[src/rtl/uart_pkg.sv]
// Shared UART constants: TX state encodings, parity type and stop-bit selectors.
// Used by the TX block and shared with the RX block.
package uart_pkg;

    localparam logic [2:0] TX_IDLE   = 3'd0;
    localparam logic [2:0] TX_START  = 3'd1;
    localparam logic [2:0] TX_DATA   = 3'd2;
    localparam logic [2:0] TX_PARITY = 3'd3;
    localparam logic [2:0] TX_STOP1  = 3'd4;
    localparam logic [2:0] TX_STOP2  = 3'd5;

    localparam logic PAR_EVEN = 1'b0;
    localparam logic PAR_ODD  = 1'b1;

    localparam logic STOP_1 = 1'b0;
    localparam logic STOP_2 = 1'b1;

endpackage

[src/rtl/uart_tx_serializer.sv]
// Data shift register and bit counter; load takes effect on the next edge, LSB presented first.
// No backpressure: shifts every cycle i_shift is high, o_done flags the last data bit.
module uart_tx_serializer #(
    parameter int DATA_WIDTH = 8,
    parameter int CNT_W      = $clog2(DATA_WIDTH)
) (
    input  logic                  i_clk,
    input  logic                  i_rst_n,
    input  logic                  i_load,
    input  logic [DATA_WIDTH-1:0] i_data,
    input  logic                  i_shift,
    output logic                  o_bit,
    output logic                  o_done
);

    logic [DATA_WIDTH-1:0] r_shift;
    logic [CNT_W-1:0]      r_cnt;

    always_ff @(posedge i_clk or negedge i_rst_n) begin
        if (!i_rst_n) begin
            r_shift <= '0;
            r_cnt   <= '0;
        end else if (i_load) begin
            r_shift <= i_data;
            r_cnt   <= '0;
        end else if (i_shift) begin
            r_shift <= {1'b0, r_shift[DATA_WIDTH-1:1]};
            r_cnt   <= o_done ? '0 : r_cnt + CNT_W'(1);
        end
    end

    assign o_bit  = r_shift[0];
    assign o_done = (r_cnt == CNT_W'(DATA_WIDTH - 1));

endmodule

[src/rtl/uart_tx_cfg.sv]
// Configurable UART transmitter: start, DATA_WIDTH bits LSB first, optional parity, 1 or 2 stops.
// Frame starts the cycle after DATA_VALID is taken; requests outside IDLE/final stop are dropped.
module uart_tx_cfg
    import uart_pkg::*;
#(
    parameter int DATA_WIDTH = 8,
    parameter int CNT_W      = $clog2(DATA_WIDTH)
) (
    input  logic                  CLK,
    input  logic                  RST,
    input  logic [DATA_WIDTH-1:0] P_DATA,
    input  logic                  DATA_VALID,
    input  logic                  PAR_EN,
    input  logic                  PAR_TYP,
    input  logic                  STOP2,
    output logic                  TX_OUT,
    output logic                  busy,
    output logic                  tx_done
);

    logic [2:0] r_state;
    logic       r_par_en;
    logic       r_par_bit;
    logic       r_stop2;

    logic [2:0] w_next;
    logic       w_final;
    logic       w_accept;
    logic       w_ser_bit;
    logic       w_ser_done;

    assign w_final  = ((r_state == TX_STOP1) && (r_stop2 != STOP_2)) || (r_state == TX_STOP2);
    assign w_accept = DATA_VALID && ((r_state == TX_IDLE) || w_final);

    uart_tx_serializer #(
        .DATA_WIDTH (DATA_WIDTH),
        .CNT_W      (CNT_W)
    ) u_ser (
        .i_clk   (CLK),
        .i_rst_n (RST),
        .i_load  (w_accept),
        .i_data  (P_DATA),
        .i_shift (r_state == TX_DATA),
        .o_bit   (w_ser_bit),
        .o_done  (w_ser_done)
    );

    always_comb begin
        w_next = TX_IDLE;
        case (r_state)
            TX_IDLE:   w_next = DATA_VALID ? TX_START : TX_IDLE;
            TX_START:  w_next = TX_DATA;
            TX_DATA:   w_next = !w_ser_done ? TX_DATA : (r_par_en ? TX_PARITY : TX_STOP1);
            TX_PARITY: w_next = TX_STOP1;
            TX_STOP1:  w_next = (r_stop2 == STOP_2) ? TX_STOP2 : (DATA_VALID ? TX_START : TX_IDLE);
            TX_STOP2:  w_next = DATA_VALID ? TX_START : TX_IDLE;
            default:   w_next = TX_IDLE;
        endcase
    end

    // Config is latched with the word so mid-frame input changes cannot disturb the frame.
    always_ff @(posedge CLK or negedge RST) begin
        if (!RST) begin
            r_state   <= TX_IDLE;
            r_par_en  <= 1'b0;
            r_par_bit <= 1'b0;
            r_stop2   <= 1'b0;
        end else begin
            r_state <= w_next;
            if (w_accept) begin
                r_par_en  <= PAR_EN;
                r_par_bit <= (^P_DATA) ^ PAR_TYP;
                r_stop2   <= STOP2;
            end
        end
    end

    always_comb begin
        TX_OUT = 1'b1;
        busy   = 1'b1;
        case (r_state)
            TX_START:  TX_OUT = 1'b0;
            TX_DATA:   TX_OUT = w_ser_bit;
            TX_PARITY: TX_OUT = r_par_bit;
            TX_STOP1:  TX_OUT = 1'b1;
            TX_STOP2:  TX_OUT = 1'b1;
            default:   busy   = 1'b0;
        endcase
    end

    assign tx_done = w_final;

endmodule

[config.mk]
export PLATFORM = sky130hd
export DESIGN_NAME = uart_tx_cfg
export DESIGN_NICKNAME = d
export VERILOG_FILES = /design/src/rtl/uart_pkg.sv /design/src/rtl/uart_tx_serializer.sv /design/src/rtl/uart_tx_cfg.sv
export SDC_FILE = /design/constraint.sdc
export NUM_CORES = 1
export LEC_CHECK = 0
export BUFFER_PORTS_ARGS = -buffer_cell sky130_fd_sc_hd__buf_4
export CAP_MARGIN = 20
export CORE_MARGIN = 4
export CORE_UTILIZATION = 55
export CTS_CLUSTER_DIAMETER = 80
export DETAILED_ROUTE_END_ITERATION = 12
export PLACE_DENSITY = 0.84
export REMOVE_ABC_BUFFERS = 1
export SLEW_MARGIN = 25
export SYNTH_ARGS = -nofsm -noshare
export SYNTH_HDL_FRONTEND = slang
export SYNTH_SLANG_ARGS = --single-unit
[constraint.sdc]
create_clock -name CLK -period 3.2 [get_ports CLK]
set_input_delay 0.8 -clock CLK [delete_from_list [all_inputs] [get_ports CLK]]
set_output_delay 0.8 -clock CLK [all_outputs]
set_load 0.1 [all_outputs]
# Yosys cells after proc, flatten, opt, wreduce, memory -nomap -nowiden
# Cells that the tools add are included.
# totals
reg_bits	17
inputBits	14
out_inout_bits	3
word_cells	36
# op_classes
add_sub_neg	1
eq_ne	6
muxes	12
bitwise	2
n_reduce_logical	9
# ops
cell	n
3-bit 2-to-1 mux	6
8-bit 2-to-1 mux	2
3-bit one-hot mux with 5 select lines	1
3-bit equality test (second input constant)	3
8-bit XOR reduction	1
3-bit by 2-bit equality test with 1-bit output (second input constant)	2
5-bit OR reduction	1
3-bit by 1-bit adder with 3-bit output (second input constant)	1
3-bit by 1-bit equality test with 1-bit output (second input constant)	1
3-bit zero test	1
1-bit one-hot mux with 3 select lines	1
1-bit logical AND	2
1-bit logical OR	2
1-bit 2-to-1 mux	2
2-bit nonzero test	1
2-bit OR reduction	1
1-bit inverter	1
1-bit XOR	1

# Logic depth before layout (Yosys ltp)
# depth
ltp_word	6
mapped_depth	6
ltp_nobuf	5

# By module
# From an unflattened synthesis, not the netlist that was laid out.
# unflattened
cells_unflattened	93
area_unflattened_um2	923.4
# by_module_without_submodules
module	instances	cells_per_inst	area_per_inst_um2	seq_area_each_um2
uart_tx_serializer	1	48	516.7	275.3
uart_tx_cfg	1	45	406.6	150.1

# Least setup slack after synthesis
# Ideal clock, no wire load.
# synth_timing
path_kind	reg2out
startpoint	reg r_state[2]
endpoint	out busy
arrival_time_ns	2.014
required_time_ns	2.400
path_slack_ns	0.386
stages_incl_launch_ff	4
n_path_buf	1
path_cell_list	dfrtp_1 > buf_2 > nor3_1 > a21oi_1
# synth_via
elab_chain_len	3
word_cells_on_any_way	7
classes_between	5 x eq/ne; 1 x mux; 1 x reduce/logical
# synth_lines
element	line_no	source
start, declared	uart_tx_cfg.sv:21	logic [2:0] r_state;
start signal, assigned	uart_tx_cfg.sv:69	r_state <= w_next;
3-bit equality test, or another cell as far along	uart_tx_cfg.sv:81	case (r_state)
5-bit OR reduction (no source line) (*)	n/a	
1-bit 2-to-1 mux (*)	uart_tx_cfg.sv:81	
end, declared	uart_tx_cfg.sv:17	output logic busy,
# Every way passes the cells marked *; elsewhere a longest branch is shown, timed or not.

# Worst setup path in the final report
# layout_timing
startpoint	reg r_state[0]
endpoint	out TX_OUT
# layout_via
elab_chain_len	2
word_cells_on_any_way	4
classes_between	3 x eq/ne; 1 x mux
# layout_lines
element	line_no	source
3-bit by 2-bit equality test with 1-bit output or 3-bit by 1-bit equality test with 1-bit output (tied branches)	uart_tx_cfg.sv:81	
1-bit one-hot mux with 3 select lines (*)	uart_tx_cfg.sv:81	
end, declared	uart_tx_cfg.sv:16	output logic TX_OUT,
# Marks and branches as above.

==> summary.txt <==
Layout
  – Final Core Density: 68.99%
  – Most frequent cells in the layout: 24 x nand2_1, 17 x dfrtp_1, 16 x buf_4
  – Final net count: 137
  – Final antenna diode count: 0
  – Layout cells sized above 1: 19.17%
  – Synth-to-Final Area Change: 14.86%
  – Most common cell after layout, fill and taps aside: nand2_1

Power
  – Post-route total power: 0.001118 W
  – P_leak: 0.5192 nW
  – Peak supply drop: 775.1 uV
  – Pwr per Cell Area: between 1000 and 1500 mW/mm2

Setup path
  – Crit path max fanout: 10
  – CP Capture Type: primary output
  – Worst Path Required: 2.40 ns
  – Setup CP Type: reg2out
  – CP Launch Type: flip-flop
  – Arr. time, crit path: 1.43 ns

Detailed routing
  – Final ANT Viol Nets: 0
  – DRC: 0
  – DR vias/cell: 5.603
  – Initial DRC Count: 6
  – Routed wire length: 1.801 mm
  – Drt wl/cell: 13.24 um
  – Pre-Repair DR Iteration Count: 4
  – Routed vias: 762

Placement
  – PortBufs: 16
  – GP Congestion: 0.8635
  – DP Worst Slack: 1.284 ns
  – Detailed Place HPWL: 1.332 mm

Yosys
  – Sequential fraction of the synthesis area: 45.95%
  – Netlist cell types: 27
  – Synth top area cells: dfrtp_1 46%, nand2_1 9.7%, a21oi_1 3.8%
  – Top cell type's share of synthesized area: 45.95%
  – Cells after Synth: 105
  – Yosys warning total: 0
  – Synth Cell Area: 925.9 um2
  – Synthesized flop and latch total: 17
  – Yosys top cell by area: dfrtp_1
  – Avg Cell Area, Syn: 8.818 um2

CTS
  – CTS Buffer Depth: 2
  – Worst-Skew Late Latency: between 0.2 and 0.3 ns
  – Number of H-tree levels: 1
  – Clock Sinks: 17
  – Cts hold-fix bufs: 0
  – Post-CTS setup buffer count: 0
  – Root buffer cell: clkbuf_4
  – Number of gates resized after CTS: 0
  – CTS clk-pin slew, worst paths: 0.10 ns
  – TritonCTS buffer count: 3
  – CTS tree: done

GRT
  – First-pass GRT wire length: 3.139 mm
  – Largest net degree at the start of global routing: 18
  – Overall routing resource usage: about 17%
  – Initial antenna violation count: 0
  – Number of global-route vias before repair: 761
  – Grt ovf: 0

Timing
  – Setup TNS Final: 0 ns
  – Fin crit share: a little over two thirds
  – Worst Tran Pin Value: around 0.6 ns
  – Skew final: between 0.002 and 0.003 ns
  – Peak Freq: roughly 450 MHz
  – Max-slew violation count: 0
  – Hold Worst Slack: 0.3466 ns
  – RSZ-0062 raised after global routing: no
  – Setup violators final: 0
  – Fin crit period: 2.229 ns
  – Final Hold Viols: 0
  – Slew headroom: 60.39%
  – Fin worst setup slack: roughly 0.97 ns

Hold path
  – Worst Hold Class: in2async

Die
  – Die H: 49.03 um
  – Row cnt: 14
  – Die ar.: roughly 0.0024 mm2
  – Total core area: ~0.0015 mm2
  – I/O pin total: 17
  – Die Wd: 49.03 um
  – Initial Utilization: between 60% and 70%

Run status
  – Status: finished, final reports clean

Run
  – Max Cap Viol: 0
[synthesized netlist by cell type]
master / n
buf_6: 1
nand3b_1: 1
xnor3_1: 1
xor2_1: 2
o22ai_1: 1
clkbuf_1: 1
buf_2: 3
nand2b_1: 4
a22oi_1: 2
nor2b_1: 1
a31oi_1: 5
dfrtp_1: 17
nand3_1: 3
nand2_1: 24
ha_1: 2
and4_1: 1
a21oi_1: 7
nor3b_2: 1
nand4_1: 1
inv_1: 4
xnor2_1: 4
nor2_1: 9
nor2_2: 1
or3b_4: 1
nor3_1: 2
o21ai_0: 5
a32o_1: 1
[through the flow]
step / area (um2) / cells
floorplan: 895.9 / 100
global placement: 1036 / 132
detailed placement: 1036 / 132
CTS: 1064 / 136
global route: 1064 / 136
finish: 1064 / 136
[routing by layer]
| metal | GRT usage (%) | up-vias | wire length (um) |
|---|---|---|---|
| met2 | 26.74 | 18 | 888 |
| li1 | - | 388 | - |
| met1 | 19.49 | 350 | 758 |
| met5 | 0 | - | 0 |
| met3 | 5.505 | 6 | 98 |
| met4 | 12.56 | 0 | 55 |
[power by group]
| group | total [W] | leakage [nW] | switching [W] | internal [W] |
|---|---|---|---|---|
| Sequential | 0.000395 | 0.211 | 0.0000812 | 0.000314 |
| Clock | 0.000115 | 0.0177 | 0.0000683 | 0.0000466 |
| Combinational | 0.000608 | 0.290 | 0.000411 | 0.000197 |
[worst max-delay path, cell delays in order, from the launching register on]
cell      delay, ns
dfrtp_1        0.47
nand2b_1       0.21
o21ai_0        0.16
nand2b_1       0.07
buf_4          0.23
[cells by family (layout without fill, tap and decap cells)]
| group | count (synthesis) | after routing | synth area share (%) |
|---|---|---|---|
| XOR/XNOR | 7 | 7 | 8.108 |
| flip-flops | 17 | 17 | 45.95 |
| adder cells (fa/ha/maj) | 2 | 2 | 2.702 |
| AND/OR/NAND/NOR | 49 | 49 | 25.14 |
| AO/OA/AOI/OAI | 21 | 21 | 13.24 |
| buffers and inverters | 9 | 24 | 4.863 |
[flip-flops by register name (all words and copies together) (netlist names)]
signal / count
r_par_bit: 1
r_par_en: 1
r_state: 3
r_stop2: 1
u_ser.r_cnt: 3
u_ser.r_shift: 8
[path summary, 6_finish.rpt]
check	slack (ns)	depth (start not counted)	endpoint	startpoint
max reg2reg	1.53	4	u_ser.r_shift[5]$_DFFE_PN0P_	r_state[2]$_DFF_PN0_
max in group asynchronous	2.67	1	r_state[0]$_DFF_PN0_	RST
min reg2reg	0.49	2	r_par_bit$_DFFE_PN0P_	r_par_bit$_DFFE_PN0P_
min in group CLK	0.49	2	r_par_bit$_DFFE_PN0P_	r_par_bit$_DFFE_PN0P_
max	0.97	4	TX_OUT	r_state[0]$_DFF_PN0_
min	0.35	1	u_ser.r_shift[3]$_DFFE_PN0P_	RST
[final cells by class]
class / instances / area, um2
Fill cell: 120 / 478.0
Clock buffer: 3 / 22.52
Inverter: 4 / 15.01
Multi-Input combinational cell: 79 / 455.4
Sequential cell: 17 / 425.4
Timing Repair Buffer: 16 / 120.1
Clock inverter: 1 / 5.005
Tap cell: 16 / 20.02
Note: power is estimated with default switching activity, not from simulation.
